### config.mk
export PLATFORM = sky130hd
export DESIGN_NAME = alu_issue_ctrl
export DESIGN_NICKNAME = d
export VERILOG_FILES = /design/src/rtl/alu_issue_pkg.sv /design/src/rtl/alu_issue_ctrl_rr_arb2.sv /design/src/rtl/alu_issue_ctrl.sv
export SDC_FILE = /design/constraint.sdc
export NUM_CORES = 1
export LEC_CHECK = 0
export CORE_MARGIN = 2
export CORE_UTILIZATION = 25
export DETAILED_ROUTE_END_ITERATION = 8
export GPL_TIMING_DRIVEN = 0
export PLACE_DENSITY = 0.76
export SLEW_MARGIN = 10
export SYNTH_ARGS = -nofsm -noshare
export SYNTH_HDL_FRONTEND = slang
export SYNTH_SLANG_ARGS = --single-unit
### constraint.sdc
create_clock -name clk -period 1.3 [get_ports clk]
set_clock_uncertainty 0.15 [all_clocks]
set_input_delay 0.195 -clock clk [delete_from_list [all_inputs] [get_ports clk]]
set_output_delay 0.195 -clock clk [all_outputs]
set_load 0.005 [all_outputs]
### src/rtl/alu_issue_pkg.sv
// Shared definitions for the ALU issue controller: opcode encodings,
// flag bit positions and the per-opcode flag write mask.
package alu_issue_pkg;

  // ALU opcode encodings
  localparam logic [2:0] OP_ADD    = 3'b000;
  localparam logic [2:0] OP_SUB    = 3'b001;
  localparam logic [2:0] OP_XOR    = 3'b010;
  localparam logic [2:0] OP_RED    = 3'b011;
  localparam logic [2:0] OP_SLL    = 3'b100;
  localparam logic [2:0] OP_SRA    = 3'b101;
  localparam logic [2:0] OP_ROR    = 3'b110;
  localparam logic [2:0] OP_PADDSB = 3'b111;

  // Bit positions inside a {Z,V,N} flag vector
  localparam int FLG_Z = 2;
  localparam int FLG_V = 1;
  localparam int FLG_N = 0;

  // Which flag bits an opcode is allowed to write; bits left at 0 hold.
  function automatic logic [2:0] flag_wmask(input logic [2:0] op);
    logic [2:0] m;
    m = 3'b000;
    case (op)
      OP_ADD, OP_SUB:                 m = 3'b111;
      OP_XOR, OP_SLL, OP_SRA, OP_ROR: m[FLG_Z] = 1'b1;
      default:                        m = 3'b000;
    endcase
    return m;
  endfunction

endpackage

### src/rtl/alu_issue_ctrl_rr_arb2.sv
// Two-way round-robin arbiter. The pointer remembers the last winner so
// that on a tie the other requester is served. Grants only when en is high.
module alu_issue_ctrl_rr_arb2 #(
  parameter int RR_INIT = 0
) (
  input  logic       clk,
  input  logic       rst,
  input  logic [1:0] req,
  input  logic       en,
  output logic [1:0] gnt
);

  // Reset the "last winner" to the opposite of RR_INIT so RR_INIT wins first.
  localparam logic L_LAST_INIT = (RR_INIT == 0) ? 1'b1 : 1'b0;

  logic r_last;

  // Grant decision: single requester wins, tie goes to the one not served last.
  always_comb begin
    gnt = 2'b00;
    if (en) begin
      case (req)
        2'b01:   gnt = 2'b01;
        2'b10:   gnt = 2'b10;
        2'b11:   gnt = r_last ? 2'b01 : 2'b10;
        default: gnt = 2'b00;
      endcase
    end
  end

  // Pointer moves only when a grant is actually given.
  always_ff @(posedge clk) begin
    if (rst) begin
      r_last <= L_LAST_INIT;
    end else if (|gnt) begin
      r_last <= gnt[1];
    end
  end

endmodule

### src/rtl/alu_issue_ctrl.sv
// Issue controller sharing one combinational ALU between two requesters.
// Round-robin grant, one-deep registered response slot, per-requester
// {Z,V,N} flag registers.
// Optional: define ALU_STICKY_ERR_EN to add sticky per-requester error bits
// (ports err_sticky / err_clr).
//
// Handshake: every channel is valid/ready; a transfer happens on a clock edge
// where both are high. Requesters may hold valid indefinitely; ready is only
// raised for the granted requester while the response slot can accept.
module alu_issue_ctrl
  import alu_issue_pkg::*;
#(
  parameter int DW      = 16,
  parameter int OPW     = 3,
  parameter int RR_INIT = 0
) (
  input  logic           clk,
  input  logic           rst,
  input  logic           req0_valid,
  output logic           req0_ready,
  input  logic [OPW-1:0] req0_op,
  input  logic [DW-1:0]  req0_a,
  input  logic [DW-1:0]  req0_b,
  input  logic           req1_valid,
  output logic           req1_ready,
  input  logic [OPW-1:0] req1_op,
  input  logic [DW-1:0]  req1_a,
  input  logic [DW-1:0]  req1_b,
  output logic [DW-1:0]  alu_in1,
  output logic [DW-1:0]  alu_in2,
  output logic [OPW-1:0] alu_opcode,
  input  logic [DW-1:0]  alu_out,
  input  logic           alu_err,
  output logic           rsp_valid,
  input  logic           rsp_ready,
  output logic           rsp_id,
  output logic [DW-1:0]  rsp_data,
  output logic           rsp_error,
  output logic [2:0]     flags0,
  output logic [2:0]     flags1
`ifdef ALU_STICKY_ERR_EN
  ,
  output logic [1:0]     err_sticky,
  input  logic [1:0]     err_clr
`endif
);

  logic          r_rsp_valid;
  logic          r_rsp_id;
  logic [DW-1:0] r_rsp_data;
  logic          r_rsp_error;
  logic [2:0]    r_flags0;
  logic [2:0]    r_flags1;

  logic          w_can_issue;
  logic          w_arb_en;
  logic [1:0]    w_gnt;
  logic          w_issue;
  logic          w_gnt_id;
  logic [2:0]    w_mask;
  logic [2:0]    w_new_flags;

  // Slot accepts a new result when empty or being drained this cycle.
  // Requests seen during reset are never granted.
  assign w_can_issue = !r_rsp_valid || rsp_ready;
  assign w_arb_en    = w_can_issue && !rst;

  alu_issue_ctrl_rr_arb2 #(
    .RR_INIT (RR_INIT)
  ) u_arb (
    .clk (clk),
    .rst (rst),
    .req ({req1_valid, req0_valid}),
    .en  (w_arb_en),
    .gnt (w_gnt)
  );

  assign w_issue    = |w_gnt;
  assign w_gnt_id   = w_gnt[1];
  assign req0_ready = w_gnt[0];
  assign req1_ready = w_gnt[1];

  // ALU operand mux: granted requester's fields, zeros when idle.
  always_comb begin
    alu_in1    = '0;
    alu_in2    = '0;
    alu_opcode = '0;
    if (w_gnt[0]) begin
      alu_in1    = req0_a;
      alu_in2    = req0_b;
      alu_opcode = req0_op;
    end else if (w_gnt[1]) begin
      alu_in1    = req1_a;
      alu_in2    = req1_b;
      alu_opcode = req1_op;
    end
  end

  // Flags derived from the live ALU result and masked by opcode.
  assign w_mask             = flag_wmask(alu_opcode);
  assign w_new_flags[FLG_Z] = (alu_out == '0);
  assign w_new_flags[FLG_V] = alu_err;
  assign w_new_flags[FLG_N] = alu_out[DW-1];

  // Response slot: capture on grant, clear when drained with nothing new.
  always_ff @(posedge clk) begin
    if (rst) begin
      r_rsp_valid <= 1'b0;
      r_rsp_id    <= 1'b0;
      r_rsp_data  <= '0;
      r_rsp_error <= 1'b0;
    end else if (w_issue) begin
      r_rsp_valid <= 1'b1;
      r_rsp_id    <= w_gnt_id;
      r_rsp_data  <= alu_out;
      r_rsp_error <= alu_err;
    end else if (rsp_ready) begin
      r_rsp_valid <= 1'b0;
    end
  end

  // Flag registers: only the granted requester's copy is written.
  always_ff @(posedge clk) begin
    if (rst) begin
      r_flags0 <= 3'b000;
      r_flags1 <= 3'b000;
    end else if (w_issue) begin
      if (!w_gnt_id) begin
        r_flags0 <= (r_flags0 & ~w_mask) | (w_new_flags & w_mask);
      end else begin
        r_flags1 <= (r_flags1 & ~w_mask) | (w_new_flags & w_mask);
      end
    end
  end

  assign rsp_valid = r_rsp_valid;
  assign rsp_id    = r_rsp_id;
  assign rsp_data  = r_rsp_data;
  assign rsp_error = r_rsp_error;
  assign flags0    = r_flags0;
  assign flags1    = r_flags1;

`ifdef ALU_STICKY_ERR_EN
  logic [1:0] r_err_sticky;
  logic [1:0] w_err_set;

  assign w_err_set = {w_issue &&  w_gnt_id && alu_err,
                      w_issue && !w_gnt_id && alu_err};

  // Sticky error bits: a new error wins over a simultaneous clear.
  always_ff @(posedge clk) begin
    if (rst) begin
      r_err_sticky <= 2'b00;
    end else begin
      r_err_sticky <= (r_err_sticky & ~err_clr) | w_err_set;
    end
  end

  assign err_sticky = r_err_sticky;
`endif

endmodule

==> results of run 1 <==
## what timing repair did
item / CTS / global route
resized for setup: 230 / 6
buffers inserted: 26 / 6
endpoints found under the hold margin: 2 / 0
setup endpoints to repair: 87 / 62
hold buffers: 2 / 0
pin swaps: 30 / 4
gates cloned: 6 / 0
## path summary, 6_finish.rpt
kind                startpoint      endpoint  slack [ns]
setup / recovery  u_arb.r_last    alu_in2[8]       -0.58
hold / removal             rst  u_arb.r_last        0.06
hold reg to reg       register      register        0.31
setup reg to reg  u_arb.r_last      register       -0.34
## cell type report
cell class                      count  area, µm²  share of cell area [%]
Tap cell                           72       90.1                    2.63
Clock buffer                        4       55.1                    1.61
Sequential cell                    26        537                    15.7
Buffer                             12        120                    3.50
Multi-Input combinational cell    107        872                    25.4
Timing Repair Buffer              192       1730                    50.5
Inverter                            3       23.8                   0.693
## power by group through the flow
stage	Sequential, mW	Combinational (mW)	Clock (mW)
global route	0.871	0.972	0.584
finish	0.864	0.907	0.519
detailed placement	0.880	0.853	0
global placement	0.879	0.844	0
CTS	0.865	0.893	0.538
floorplan	0.882	0.283	0
## through the flow
stage	area, µm²	power [mW]	hold slack [ns]
after detailed placement	3120	1.73	0.282
after global routing	3430	2.43	0.0674
after global placement	3120	1.72	0.278
after CTS	3370	2.30	0.0573
final	3430	2.29	0.0591
after floorplan	1510	1.17	0.189
## cell usage in the layout (no fill, tap or decap), types with 4 or more instances in the layout
cell type and count:
clkdlybuf4s50_1 79, dlygate4sd2_1 36, buf_2 36, a22o_1 35, buf_6 29, mux2i_1 19
nor2_1 19, buf_4 15, dfxtp_1 13, dfxtp_2 13, nand2_1 6, a21oi_1 4
clkbuf_8 4
## routing by layer
| layer | GRT usage [%] | vias to the layer above | part of all wire, % |
|---|---|---|---|
| met5 | 0 | - | 0 |
| met4 | 3.10 | 0 | 0.32 |
| met3 | 5.57 | 2 | 9.7 |
| met2 | 38.2 | 90 | 52 |
| met1 | 21.9 | 895 | 38 |
| li1 | - | 962 | - |
## logic make-up (layout without fill, tap and decap cells)
family | count (synthesis) | in the layout | share of synthesized area (%)
AO/OA/AOI/OAI | 47 | 47 | 27.6
AND/OR/NAND/NOR | 41 | 41 | 15.1
flip-flops | 26 | 26 | 36.8
multiplexers | 19 | 19 | 13.5
buffers and inverters | 16 | 211 | 7.00
## tightest hold or removal path, delay by kind of cell
family / cells / cell delay, ns
AND/OR/NAND/NOR: 1 / 0.06
buffers and inverters: 2 / 0.19
==> qor.yml, run 1 <==
run_status:
  status: "finished, violations left"
  violations: "setup timing"
timing:
  setup_viol: 62
  tns_ns: -22.98
  fin_crit_sh_pct: 145
  hold_viol_final: 0
  fmaxAchievable_ghz: 0.531
  tightest_slew_ns: 0.454
  slew_headroom_pct: 69.8
  finalCriticalPeriod_ns: 1.88
  grt_setup_unrepaired: "true"
  maxSlewViolCount: 0
  fin_ws_ns: -0.583
logic_synthesis:
  synthCells: 149
  yosysWarnings: 0
  synth_edf_count: 0
  syn_nets: 241
  synth_common_cells: "a22o_1, dfxtp_1, mux2i_1, nor2_1, nand2_1"
  synth_flop_cell: "dfxtp_1"
  synth.most_common_cell: "a22o_1"
  synth.distinct_cells: 26
  ys_async_sr_fraction_pct: 0
  synth-seq-area-share_pct: 36.8
  synth.avg_cell_area_um2: 9.48
  synthesis.area_um2: 1410
  synth_top_area_share_pct: 36.8
  synth.area.top_cells: "dfxtp_1, a22o_1, mux2i_1, nor2_1, buf_4"
  ys_seq_elements: 26
  yosys.area.top_type: "dfxtp_1"
min_path:
  hold_depth: 3
  hold_path.class: "input port to register"
pwr:
  p_sw_share_pct: 25.6
  clkPwrFrac_pct: 22.7
  p_leak_nw: 1.69
  worst_ir_drop_vdd_v: 0.000473
  power_density_nw_per_um2: 668
  p_int_mw: 1.70
  power_frac_seq_pct: 37.7
  p_comb_share_pct: 39.6
  power.switching_mw: 0.587
critical_path:
  crit_top_cell: "buf_6"
  worstPathArrival_ns: 1.54
  end_kind: "output port"
  reg2reg_depth: 8
  slowest_stage: "dfxtp_2"
  slowest_delay_ns: 0.35
  cp_top_family: "buffers and inverters"
  worstSetupPathType: "register to output port"
  required_ns: 0.95
  cp.buffers_inverters: 5
  startpoint_type: "register"
  cp.depth: 8
  worstPathCellList: "nand2_2, nand4_4, inv_6, buf_6, buf_6, buf_6, a22o_1, buf_2"
  critPathMaxFanout: 8
route:
  drc_errors: 0
  dr.pass1.iters: 4
  vias_per_cell: 4.69
  drt_wl_total_mm: 6.56
  ant_nets: 0
  vias: 1949
  drt_iter0_markers: 28
  wl_per_cell_um: 15.8
die:
  die_x_um: 79.2
  core-area_um2: 5470
  start_util_pct: 25.8
  die_y_um: 79.2
  ios: 154
  dieArea_um2: 6270
  rows: 27
layout:
  drive_above_1_share_pct: 34.9
  area_growth_pct: 143
  post-route-util_pct: 62.6
  num-fill-cells: 530
  final_nets: 437
  n_antenna_cell: 0
  instances_no_fill: 416
placement:
  dpl.cell_count: 373
  port_buffers: 152
  place_worst_setup_slack_ns: -1.02
  gp_congestion: 0.672
  dp_hpwl_mm: 4.62
clocking:
  path_clk_slew_ns: 0.09
  cts_buffers: 3
  cts.sinks: 26
  cts_root_buf: "clkbuf_8"
  cts_tree: "done"
  cts_max_level: 1
  cts_buffer_depth: 2
  clk_latency_ns: 0.26
global_route:
  grt_usage_pct: 19.9
  grt.overflow.total: 0
  grt_pass1_wl_mm: 10.0
  grt_max_degree: 15
  grt_pass1_vias: 1994
  grt_antenna_before_repair: 0
flow_run:
  drv_cap: 0
Note: power is estimated with default switching activity, not from simulation.
==> inputs of run 2 (changes only) <==
Settings changed: CORE_ASPECT_RATIO set to 1.5.
==> run 2 against run 1 <==
  * The run still ends with setup timing left
  * Cell count grew 0.96%
  * Total power grew 3.1%
  * Critical path depth is the same
  * First-iteration DRC count grew 86%
  * Sequential power is essentially flat
  * Combinational power grew 8.2%
  * Global-route usage shrank 0.080 points
  * Wire length grew 0.59%
  * Clock power shrank 0.8%
  * Maximum frequency shrank 1.7%
  * Flip-flop and latch count is the same
  * Register-to-register slack lost 0.06 ns
  * Largest power group unchanged
==> qor.yml, run 2 (same netlist as run 1, synthesis figures left out) <==
placement:
  gp_congestion: 0.694
  port_buffers: 152
  place_worst_setup_slack_ns: -1.04
  dp_hpwl_mm: 4.54
timing:
  slew_headroom_pct: 69.6
  grt_setup_unrepaired: "true"
  hold_viol_final: 0
  tightest_slew_ns: 0.456
  fin_crit_sh_pct: 147
  maxSlewViolCount: 0
  finalCriticalPeriod_ns: 1.92
  tns_ns: -26.26
  setup_viol: 62
  fmaxAchievable_ghz: 0.522
  fin_ws_ns: -0.616
min_path:
  min_to: "rsp_error"
  hold_depth: 2
  hp-start: "rst"
  hold_path.class: "input port to register"
clocking:
  path_clk_slew_ns: 0.09
  cts_max_level: 1
  cts_tree: "done"
  cts_buffer_depth: 2
  cts_root_buf: "clkbuf_8"
  cts.sinks: 26
  clk_latency_ns: 0.27
  cts_buffers: 3
global_route:
  grt_pass1_vias: 1939
  grt_usage_pct: 19.8
  grt_antenna_before_repair: 0
  grt_max_degree: 15
  grt_pass1_wl_mm: 9.68
  grt.overflow.total: 0
pwr:
  power_density_nw_per_um2: 657
  worst_ir_drop_vdd_v: 0.000743
  p_leak_nw: 1.73
layout:
  most-common-layout-cells: "clkdlybuf4s50_1, buf_6, a22o_1"
  regArea_um2: 534
  drive_above_1_share_pct: 37.7
  final_nets: 443
  area_growth_pct: 154
  layout_commonest_cell: "clkdlybuf4s50_1"
  num-fill-cells: 480
  post-route-util_pct: 65.9
  multiInputGateArea_um2: 927
  n_antenna_cell: 0
critical_path:
  worst_r2r_startpoint: "u_arb.r_last"
  end_kind: "output port"
  critPathMaxFanout: 8
  worstPathArrival_ns: 1.57
  required_ns: 0.95
  crit_start: "rsp_valid"
  reg2reg_depth: 8
  worstSetupPathType: "register to output port"
  reg2reg_slack_ns: -0.40
  startpoint_type: "register"
run_status:
  status: "finished, violations left"
  violations: "setup timing"
route:
  vias_per_cell: 4.73
  dr.pass1.iters: 4
  drc_errors: 0
  drt_iter0_markers: 52
  ant_nets: 0
  drt_wl_total_mm: 6.60
  wl_per_cell_um: 15.7
  vias: 1987
die:
  die_y_um: 96.1
  ios: 154
  die_x_um: 65.4
  dieArea_um2: 6280
  rows: 33
  start_util_pct: 25.9
  core-area_um2: 5450
flow_run:
  drv_cap: 0
## run 2: cell types whose count changed in the layout (fill, tap and decap cells not counted), sizes merged
cell           delta
buf               +3
clkbuf            +3
dlygate4sd2       -4
clkdlybuf4s50     +4
## run 2: timing repair
action                                  4_1_cts  5_1_grt
setup buffers                                32       10
hold buffers                                  0        2
hold endpoints to repair                      0        1
endpoints found under the setup margin       87       62
pin swaps                                    23       17
gates resized for setup                     222       26
cloned                                        6        0
## run 2: worst max-delay path by stage
stage / endpoint / depth (start not counted) / slack (ns)
2_1_floorplan: alu_in1[10] / 5 / -0.009
4_1_cts: alu_in1[3] / 8 / -0.61
5_1_grt: alu_in2[15] / 8 / -0.68
3_3_place_gp: alu_in2[13] / 7 / -1.02
6_report: alu_in2[15] / 8 / -0.62
3_5_place_dp: alu_in2[13] / 7 / -1.04
## run 2: layer usage
metal  part of all wire [%]  vias up  routed length (µm)  track usage, %
li1                       -      972                   -               -
met2                     56       96                3690            39.0
met3                    9.2        9                 608            5.50
met4                    1.1        0                  74            6.77
met1                     34      910                2230            19.3
met5                      0        -                   0               0
## run 2: critical path, cell delays in order, from the launching register on
cell      delay, ns
dfxtp_2        0.35
nand2b_4       0.09
nand4_4        0.13
inv_6          0.07
buf_6          0.12
buf_6          0.11
buf_6          0.10
a22o_1         0.19
buf_2          0.13
## run 2: where the power goes
part	switching, mW	internal (mW)	total, mW
sequential	0.0220	0.842	0.864
combinational	0.338	0.644	0.981
clock	0.245	0.271	0.515
total	0.604	1.76	2.36
## run 2: final cells by class
type | instances | area share (%)
Timing Repair Buffer | 198 | 51.0
Clock buffer | 4 | 1.53
Inverter | 3 | 0.662
Tap cell | 70 | 2.44
Multi-Input combinational cell | 107 | 25.8
Buffer | 12 | 3.69
Sequential cell | 26 | 14.9
## run 2: per-stage QoR
step	total power [mW]	cells	cell area (µm²)	hold WS, ns
floorplan	1.17	149	1510	0.189
global placement	1.72	371	3110	0.294
detailed placement	1.73	371	3110	0.297
CTS	2.33	412	3440	0.00464
global route	2.49	420	3590	0.00704
finish	2.36	420	3590	0.00136
==> inputs of run 3 (changes only) <==
Settings changed: ABC_CLOCK_PERIOD_IN_PS set to 1700, GPL_TIMING_DRIVEN 0 to not set.
Clock period 1.3 ns to 1.7 ns, I/O delays scaled along.
==> run 3 against run 2 <==
  * The run still ends with setup timing left
  * Global-route usage grew 0.43 points
  * Total power shrank 25%
  * Hold slack gained 0.31 ns
  * First-iteration DRC count shrank 3.8%
  * Non-clock buffer count shrank 11
  * Via count shrank 0.15%
  * Register-to-register slack gained 0.45 ns
  * Flip-flop and latch count is the same
  * Combinational power shrank 26%
  * Cell count shrank 2.6%
  * Cell area shrank 4.1%
  * Largest power group unchanged
==> qor.yml, run 3 (same netlist as run 1, synthesis figures left out) <==
pwr:
  p_leak_nw: 1.57
  power_mw: 1.78
  power_density_nw_per_um2: 516
  worst_ir_drop_vdd_v: 0.000517
layout:
  drive_above_1_share_pct: 30.7
  most-common-layout-cells: "clkdlybuf4s50_1, buf_2, a22o_1"
  post-route-util_pct: 63.2
  n_antenna_cell: 0
  finish.instance_area_um2: 3440
  final_nets: 432
  layout_commonest_cell: "clkdlybuf4s50_1"
  area_growth_pct: 144
timing:
  fin_ws_ns: -0.203
  grt_setup_unrepaired: "true"
  tns_ns: -5.80
  slew_headroom_pct: 77.0
  setup_viol: 36
  maxSlewViolCount: 0
  fmaxAchievable_ghz: 0.525
  finalCriticalPeriod_ns: 1.90
  tightest_slew_ns: 0.340
  fin_crit_sh_pct: 112
  hold_viol_final: 0
die:
  die_x_um: 65.4
  core-area_um2: 5450
  ios: 154
  dieArea_um2: 6280
  rows: 33
  die_y_um: 96.1
  start_util_pct: 25.9
critical_path:
  worstPathCellList: "nand2b_4, nand4_4, inv_6, buf_6, buf_16, a22o_1, buf_2"
  required_ns: 1.29
  worstSetupPathType: "register to output port"
  slowest_delay_ns: 0.35
  slowest_stage: "dfxtp_2"
  startpoint_type: "register"
  worstPathArrival_ns: 1.50
  reg2reg_slack_ns: 0.05
  critPathMaxFanout: 5
  end_kind: "output port"
placement:
  gp_congestion: 0.756
  place_worst_setup_slack_ns: -0.665
  port_buffers: 153
  place_area_um2: 3160
  dp_hpwl_mm: 4.69
flow_run:
  drv_cap: 0
clocking:
  path_clk_slew_ns: 0.09
  cts_tree: "done"
  cts_hold_buffers: 0
  cts_buffers: 3
  cts_max_level: 1
  cts.sinks: 26
  cts_buffer_depth: 2
  cts_root_buf: "clkbuf_8"
  clk_latency_ns: 0.26
route:
  ant_nets: 0
  vias_per_cell: 4.85
  dr.pass1.iters: 4
  drt_iter0_markers: 50
  drc_errors: 0
  vias: 1984
  wl_per_cell_um: 16.7
  drt_wl_total_mm: 6.84
global_route:
  grt.overflow.total: 0
  grt_pass1_wl_mm: 9.84
  grt_pass1_vias: 1939
  grt_usage_pct: 20.2
  grt.busiest_layer: "met2"
  grt_antenna_before_repair: 0
  grt_max_degree: 25
  use_met1_pct: 20.5
  gr-usage-met2_pct: 39.7
  use_met3_pct: 4.91
min_path:
  hold_path.class: "register to register"
run_status:
  violations: "setup timing"
  status: "finished, violations left"
==> run 3: final cells by class <==
class                           instances  area (µm²)
Fill cell                             458        2010
Sequential cell                        26         523
Tap cell                               70        87.6
Inverter                                3        23.8
Multi-Input combinational cell        107         842
Timing Repair Buffer                  199        1910
Clock buffer                            4        55.1
==> run 3: worst max-delay path, delay by kind of cell (launching register included) <==
| kind | cells | cell delay (ns) |
|---|---|---|
| buf+inv | 4 | 0.45 |
| compound gates | 1 | 0.17 |
| flops | 1 | 0.35 |
| simple gates | 2 | 0.28 |
==> run 3: timing repair <==
| action | 4_1_cts | 5_1_grt |
|---|---|---|
| setup buffers | 18 | 1 |
| gates resized for setup | 178 | 3 |
| pin swaps | 28 | 0 |
| gates cloned | 6 | 0 |
| setup endpoints to repair | 40 | 39 |
| endpoints found under the hold margin | 0 | 0 |
==> run 3: metrics by stage <==
stage	hold slack, ns	cells
2_1_floorplan	0.249	149
3_3_place_gp	0.293	381
3_5_place_dp	0.303	381
4_1_cts	0.316	408
5_1_grt	0.323	409
6_report	0.310	409
==> run 3: per-layer routing <==
| layer | share of wire (%) | vias to the layer above |
|---|---|---|
| met3 | 8.5 | 12 |
| li1 | - | 948 |
| met1 | 35 | 927 |
| met4 | 1.8 | 0 |
| met2 | 54 | 97 |
| met5 | 0 | - |
==> run 3: power by group <==
part           total, mW  internal [mW]  switching, mW
Clock              0.387          0.207          0.181
Combinational      0.729          0.483          0.246
Sequential         0.660          0.642         0.0179
==> run 3: worst paths after layout <==
path              cells past startpoint         start         end
setup / recovery                      7  u_arb.r_last  alu_in1[9]
hold / removal                        2     rsp_error   rsp_error
setup reg to reg                      8  u_arb.r_last    register
hold reg to reg                       2     rsp_error   rsp_error
==> RTL edit 1, RTL diff (config.mk and constraints of run 1) <==
Register the output `rsp_error` once more, cleared by the reset; this adds one clock of latency there. The other outputs are not delayed to match.
--- a/src/rtl/alu_issue_ctrl.sv
+++ b/src/rtl/alu_issue_ctrl.sv
@@ -138,3 +138,9 @@
   assign rsp_data  = r_rsp_data;
-  assign rsp_error = r_rsp_error;
+  always_ff @(posedge clk) begin
+    if (rst) begin
+      rsp_error <= '0;
+    end else begin
+      rsp_error <= r_rsp_error;
+    end
+  end
   assign flags0    = r_flags0;
Check against the original RTL: not equivalent (a bounded check fails within 4 cycles, from zero or initial values and one cycle with rst high).
==> RTL edit 1 against run 1 <==
The run still ends with negative setup slack left. Worst setup slack worse by 0.00069 ns. Synthesized cell count up 1.3%. Wire length up 4.6%. Final cell count up 1.4%. Count of clock-buffer cells in the layout unchanged. First-iteration DRC count up 36%. Clock power down 8.5%. Synthesized area up 4.3%. Sequential power up 3.7%. Sequential cell count up 1. Cell area up 3.4%. Power up 1.6%. Critical endpoint is now alu_in2[2]. Largest cell class unchanged.
==> RTL edit 1: results (changes against run 1) <==
outcome:
  run_status: "finished with violations"  # unchanged
  violations: "negative setup slack"  # unchanged
global_routing:
  use_met2_pct: 38.25  # was 38.22%
  grt_antenna_before_repair: 0  # unchanged
  grt_pass1_wl_um: 10030  # was 10010 um
  grt_use_met3_pct: 6.889  # was 5.568%
  gr-usage-met1_pct: 19.25  # was 21.88%
  grt_pass1_vias: 2066  # was 1994
  grt_usage_pct: 19.74  # was 19.89%
  grt_max_degree: 15  # unchanged
sta:
  final_max_slew_viol_count: 0  # unchanged
  worst_pin_slew_ns: 0.4668  # was 0.4536 ns
  setup_violations: 61  # was 62
  setup_tns_ns: -26.19  # was -22.98 ns
  fin_ws_ns: -0.5834  # was -0.5827 ns
worst_setup_path:
  rr_startpoint: "rsp_valid$_SDFFE_PP0P_"  # was u_arb.r_last$_SDFFE_PP1P_
  setup.worst_path.end: "alu_in2[2]"  # was alu_in2[8]
  path_class: "reg -> out"  # unchanged
  reg2reg_slack_ns: -0.39  # was -0.34 ns
  worstPathArrival_ns: 1.54  # about the same
  worstRegToRegCells: 9  # was 8
  crit_path_max_fanout: 8  # unchanged
  crit_start: "u_arb.r_last$_SDFFE_PP1P_"  # unchanged
synth:
  yosysSeqAreaShare_pct: 36.70  # was 36.85%
  avgSynthCellArea_um2: 9.753  # was 9.481 um2
  synth_flop_cell: "dfxtp_1"  # unchanged
  ys_async_sr_fraction_pct: 0  # unchanged
  synth_nets: 243  # was 241
  synthTopCellsByCount: "35 x a22o_1, 27 x dfxtp_1, 19 x mux2i_1, 19 x nor2_1, 7 x nand2_1"  # was 35 x a22o_1, 26 x dfxtp_1, 19 x mux2i_1, 19 x nor2_1, 7 x nand2_1
  synth_cell_type_count: 27  # was 26
  yosys-top-cells-area: "dfxtp_1 37%, a22o_1 21%, mux2i_1 13%"  # was dfxtp_1 37%, a22o_1 22%, mux2i_1 13%
  yosysMostFrequentCell: "a22o_1"  # unchanged
clock_network:
  insertion_delay_ns: 0.27
  root_buffer: "clkbuf_8"  # unchanged
  clk_path_buf_depth: 2  # unchanged
  htree_levels: 1  # unchanged
power_and_ir_drop:
  leakage_uw: 0.001741  # was 0.001689 uW
  irDropWorstVdd_mv: 0.5895  # was 0.4725 mV
  p_int_uw: 1713  # was 1704 uW
detailed_routing:
  drt_iter0_markers: 38  # was 28
  wl_per_cell_um: 16.26  # was 15.78 um
  firstDrtPassIters: 4  # unchanged
  vias_per_cell: 4.730  # was 4.685
  num_vias: 1996  # was 1949
layout:
  nNetsFinal: 443  # was 437
  drive_above_1_share_pct: 35.71  # was 34.88%
  n_antenna_cell: 0  # unchanged
place:
  port_buffers: 152  # unchanged
  place.gp.congestion: 0.6805  # was 0.6719
  placedCellCount: 375  # was 373
  dp_hpwl_um: 4789  # was 4615 um
RTL edit 1: power by group through the flow:
stage | combinational, uW | clock (uW) | sequential, uW
global placement | 837 | 0 | 912
finish | 956 | 475 | 896
floorplan | 277 | 0 | 915
detailed placement | 848 | 0 | 912
CTS | 937 | 493 | 895
global route | 1020 | 542 | 903
RTL edit 1: cell type report:
class | instances | area, um2
inverter | 3 | 23.77
tap | 72 | 90.09
clock buffer | 4 | 45.04
fill | 492 | 2062
timing repair buffer | 195 | 1778
multi-input combinational | 108 | 912.1
sequential | 27 | 553.0
buffer | 13 | 143.9
RTL edit 1: logic make-up (layout without fill, tap and decap cells):
logic type | Yosys count | after routing | synth area share (%)
buffers and inverters | 16 | 215 | 7.816
AND/OR/NAND/NOR | 42 | 42 | 16.40
AO/OA/AOI/OAI | 47 | 47 | 26.17
flip-flops | 27 | 27 | 36.70
multiplexers | 19 | 19 | 12.91
RTL edit 1: worst min-delay path by stage:
stage / start / endpoint / slack (ns) / cells after the start
final: rst / u_arb.r_last$_SDFFE_PP1P_ / 0.03 / 3
after global routing: rst / u_arb.r_last$_SDFFE_PP1P_ / 0.03 / 3
after CTS: rst / u_arb.r_last$_SDFFE_PP1P_ / 0.03 / 3
after detailed placement: rst / rsp_valid$_SDFFE_PP0P_ / 0.26 / 2
after global placement: rst / rsp_valid$_SDFFE_PP0P_ / 0.26 / 2
after floorplan: alu_out[15] / flop / 0.19 / 2
RTL edit 1: metrics by stage:
stage / area, um2 / setup slack, ns
after global routing: 3546 / -0.6599
after floorplan: 1501 / -0.03006
after detailed placement: 3113 / -1.031
after CTS: 3482 / -0.5762
after global placement: 3113 / -1.022
final: 3546 / -0.5834
RTL edit 1: metal layers:
metal | wire length, um | share of wire (%)
met5 | 0 | 0
met4 | 167 | 2.4
met3 | 762 | 11
met2 | 3559 | 52
met1 | 2371 | 35
RTL edit 1: repair_timing:
action | 4_1_cts | 5_1_grt
pin swaps | 23 | 2
setup endpoints to repair | 87 | 63
hold buffers | 1 | 0
setup buffers | 32 | 4
hold endpoints to repair | 4 | 0
resized for setup | 244 | 9
gates cloned | 6 | 0
RTL edit 1: critical path, cell delays in order (launching register included):
cell     delay [ns]
dfxtp_2        0.36
nand2_2        0.07
nand4_4        0.13
inv_6          0.07
buf_6          0.11
buf_6          0.11
buf_6          0.10
a22o_1         0.19
buf_2          0.12
==> RTL edit 2, RTL diff (settings of run 1) <==
Made on the original files. `DW`: 16 -> 20.
--- a/src/rtl/alu_issue_ctrl.sv
+++ b/src/rtl/alu_issue_ctrl.sv
@@ -12,3 +12,3 @@
 #(
-  parameter int DW      = 16,
+  parameter int DW      = 20,
   parameter int OPW     = 3,
Ports: changed (8 resized); port bits go from 154 to 186. No check against the original RTL was run, so the function may have changed too.
==> RTL edit 2 against run 1 <==
The flow still finishes with violations (negative setup slack). Cell area is 20% higher. Power is 32% higher. Critical path depth stayed put. Sequential cell count is 4 higher. Wire length is 27% higher. Die area is 15% higher. Synthesized area is 16% higher. Worst setup slack worse by 0.13 ns. Via count is 23% higher. Critical path type unchanged. Highest routed layer unchanged.
==> RTL edit 2: results (changes against run 1) <==
synth:
  muxShareOfSynthArea_pct: 15.32  # was 13.46%
  synth_compound_area_share_pct: 28.73  # was 27.64%
  yosys-top-cells-area: "dfxtp_1 37%, a22o_1 23%, mux2i_1 13%"  # was dfxtp_1 37%, a22o_1 22%, mux2i_1 13%
  synthTopCellsByCount: "43 x a22o_1, 30 x dfxtp_1, 21 x mux2i_1, 21 x nor2_1, 9 x buf_2"  # was 35 x a22o_1, 26 x dfxtp_1, 19 x mux2i_1, 19 x nor2_1, 7 x nand2_1
  synthCells: 177  # was 149
clock_network:
  clk_pin_slew_ns: 0.06  # was 0.09 ns
  cts_buffers: 5  # was 3
  post_cts_buffers: 28  # was 26
sta:
  setup_tns_ns: -37.70  # was -22.98 ns
  setup_violations: 75  # was 62
  fin_ws_ns: -0.7164  # was -0.5827 ns
global_routing:
  grt_pass1_vias: 2415  # was 1994
  grt_max_degree: 11  # was 15
  grt_pass1_wl_um: 12420  # was 10010 um
place:
  place_area_um2: 3654  # was 3117 um2
  placedCellCount: 439  # was 373
  dp_worst_setup_slack_ns: -1.248  # was -1.015 ns
layout:
  register_area_um2: 603.1  # was 536.8 um2
  fillers: 544  # was 530
outcome:
  run_status: "finished with violations"  # unchanged
  violations: "negative setup slack"  # unchanged
power_and_ir_drop:
  irDropWorstVdd_mv: 0.6342  # was 0.4725 mV
  p_clk_share_pct: 31.6  # was 22.7%
  p_int_uw: 2285  # was 1704 uW
  power_uw: 3034  # was 2291 uW
detailed_routing:
  vias_per_cell: 4.920  # was 4.685
-- RTL edit 2: cell count changes after synthesis, moves of 4 or more --
cell / run 1 / this run
a22o_1: 35 / 43
buf_2: 5 / 9
clkbuf_1: 2 / 7
dfxtp_1: 26 / 30
nor2b_1: 0 / 4
-- RTL edit 2: routing by layer --
layer | vias up | GRT usage (%) | share of wire, %
li1 | 1140 | - | -
met1 | 1128 | 23.40 | 36
met2 | 108 | 41.12 | 53
met3 | 15 | 6.031 | 8.5
met4 | 0 | 6.349 | 2.1
met5 | - | 0 | 0
-- RTL edit 2: worst paths after layout --
path                               endpoint  slack [ns]  cells after the start                      start
hold / removal    rsp_data[12]$_SDFFE_PP0P_        0.05                      3                alu_out[12]
setup / recovery              alu_opcode[1]       -0.72                      8     rsp_valid$_SDFFE_PP0P_
setup reg to reg                       flop       -0.60                      7  u_arb.r_last$_SDFFE_PP1P_
hold reg to reg   rsp_data[14]$_SDFFE_PP0P_        0.30                      2  rsp_data[14]$_SDFFE_PP0P_
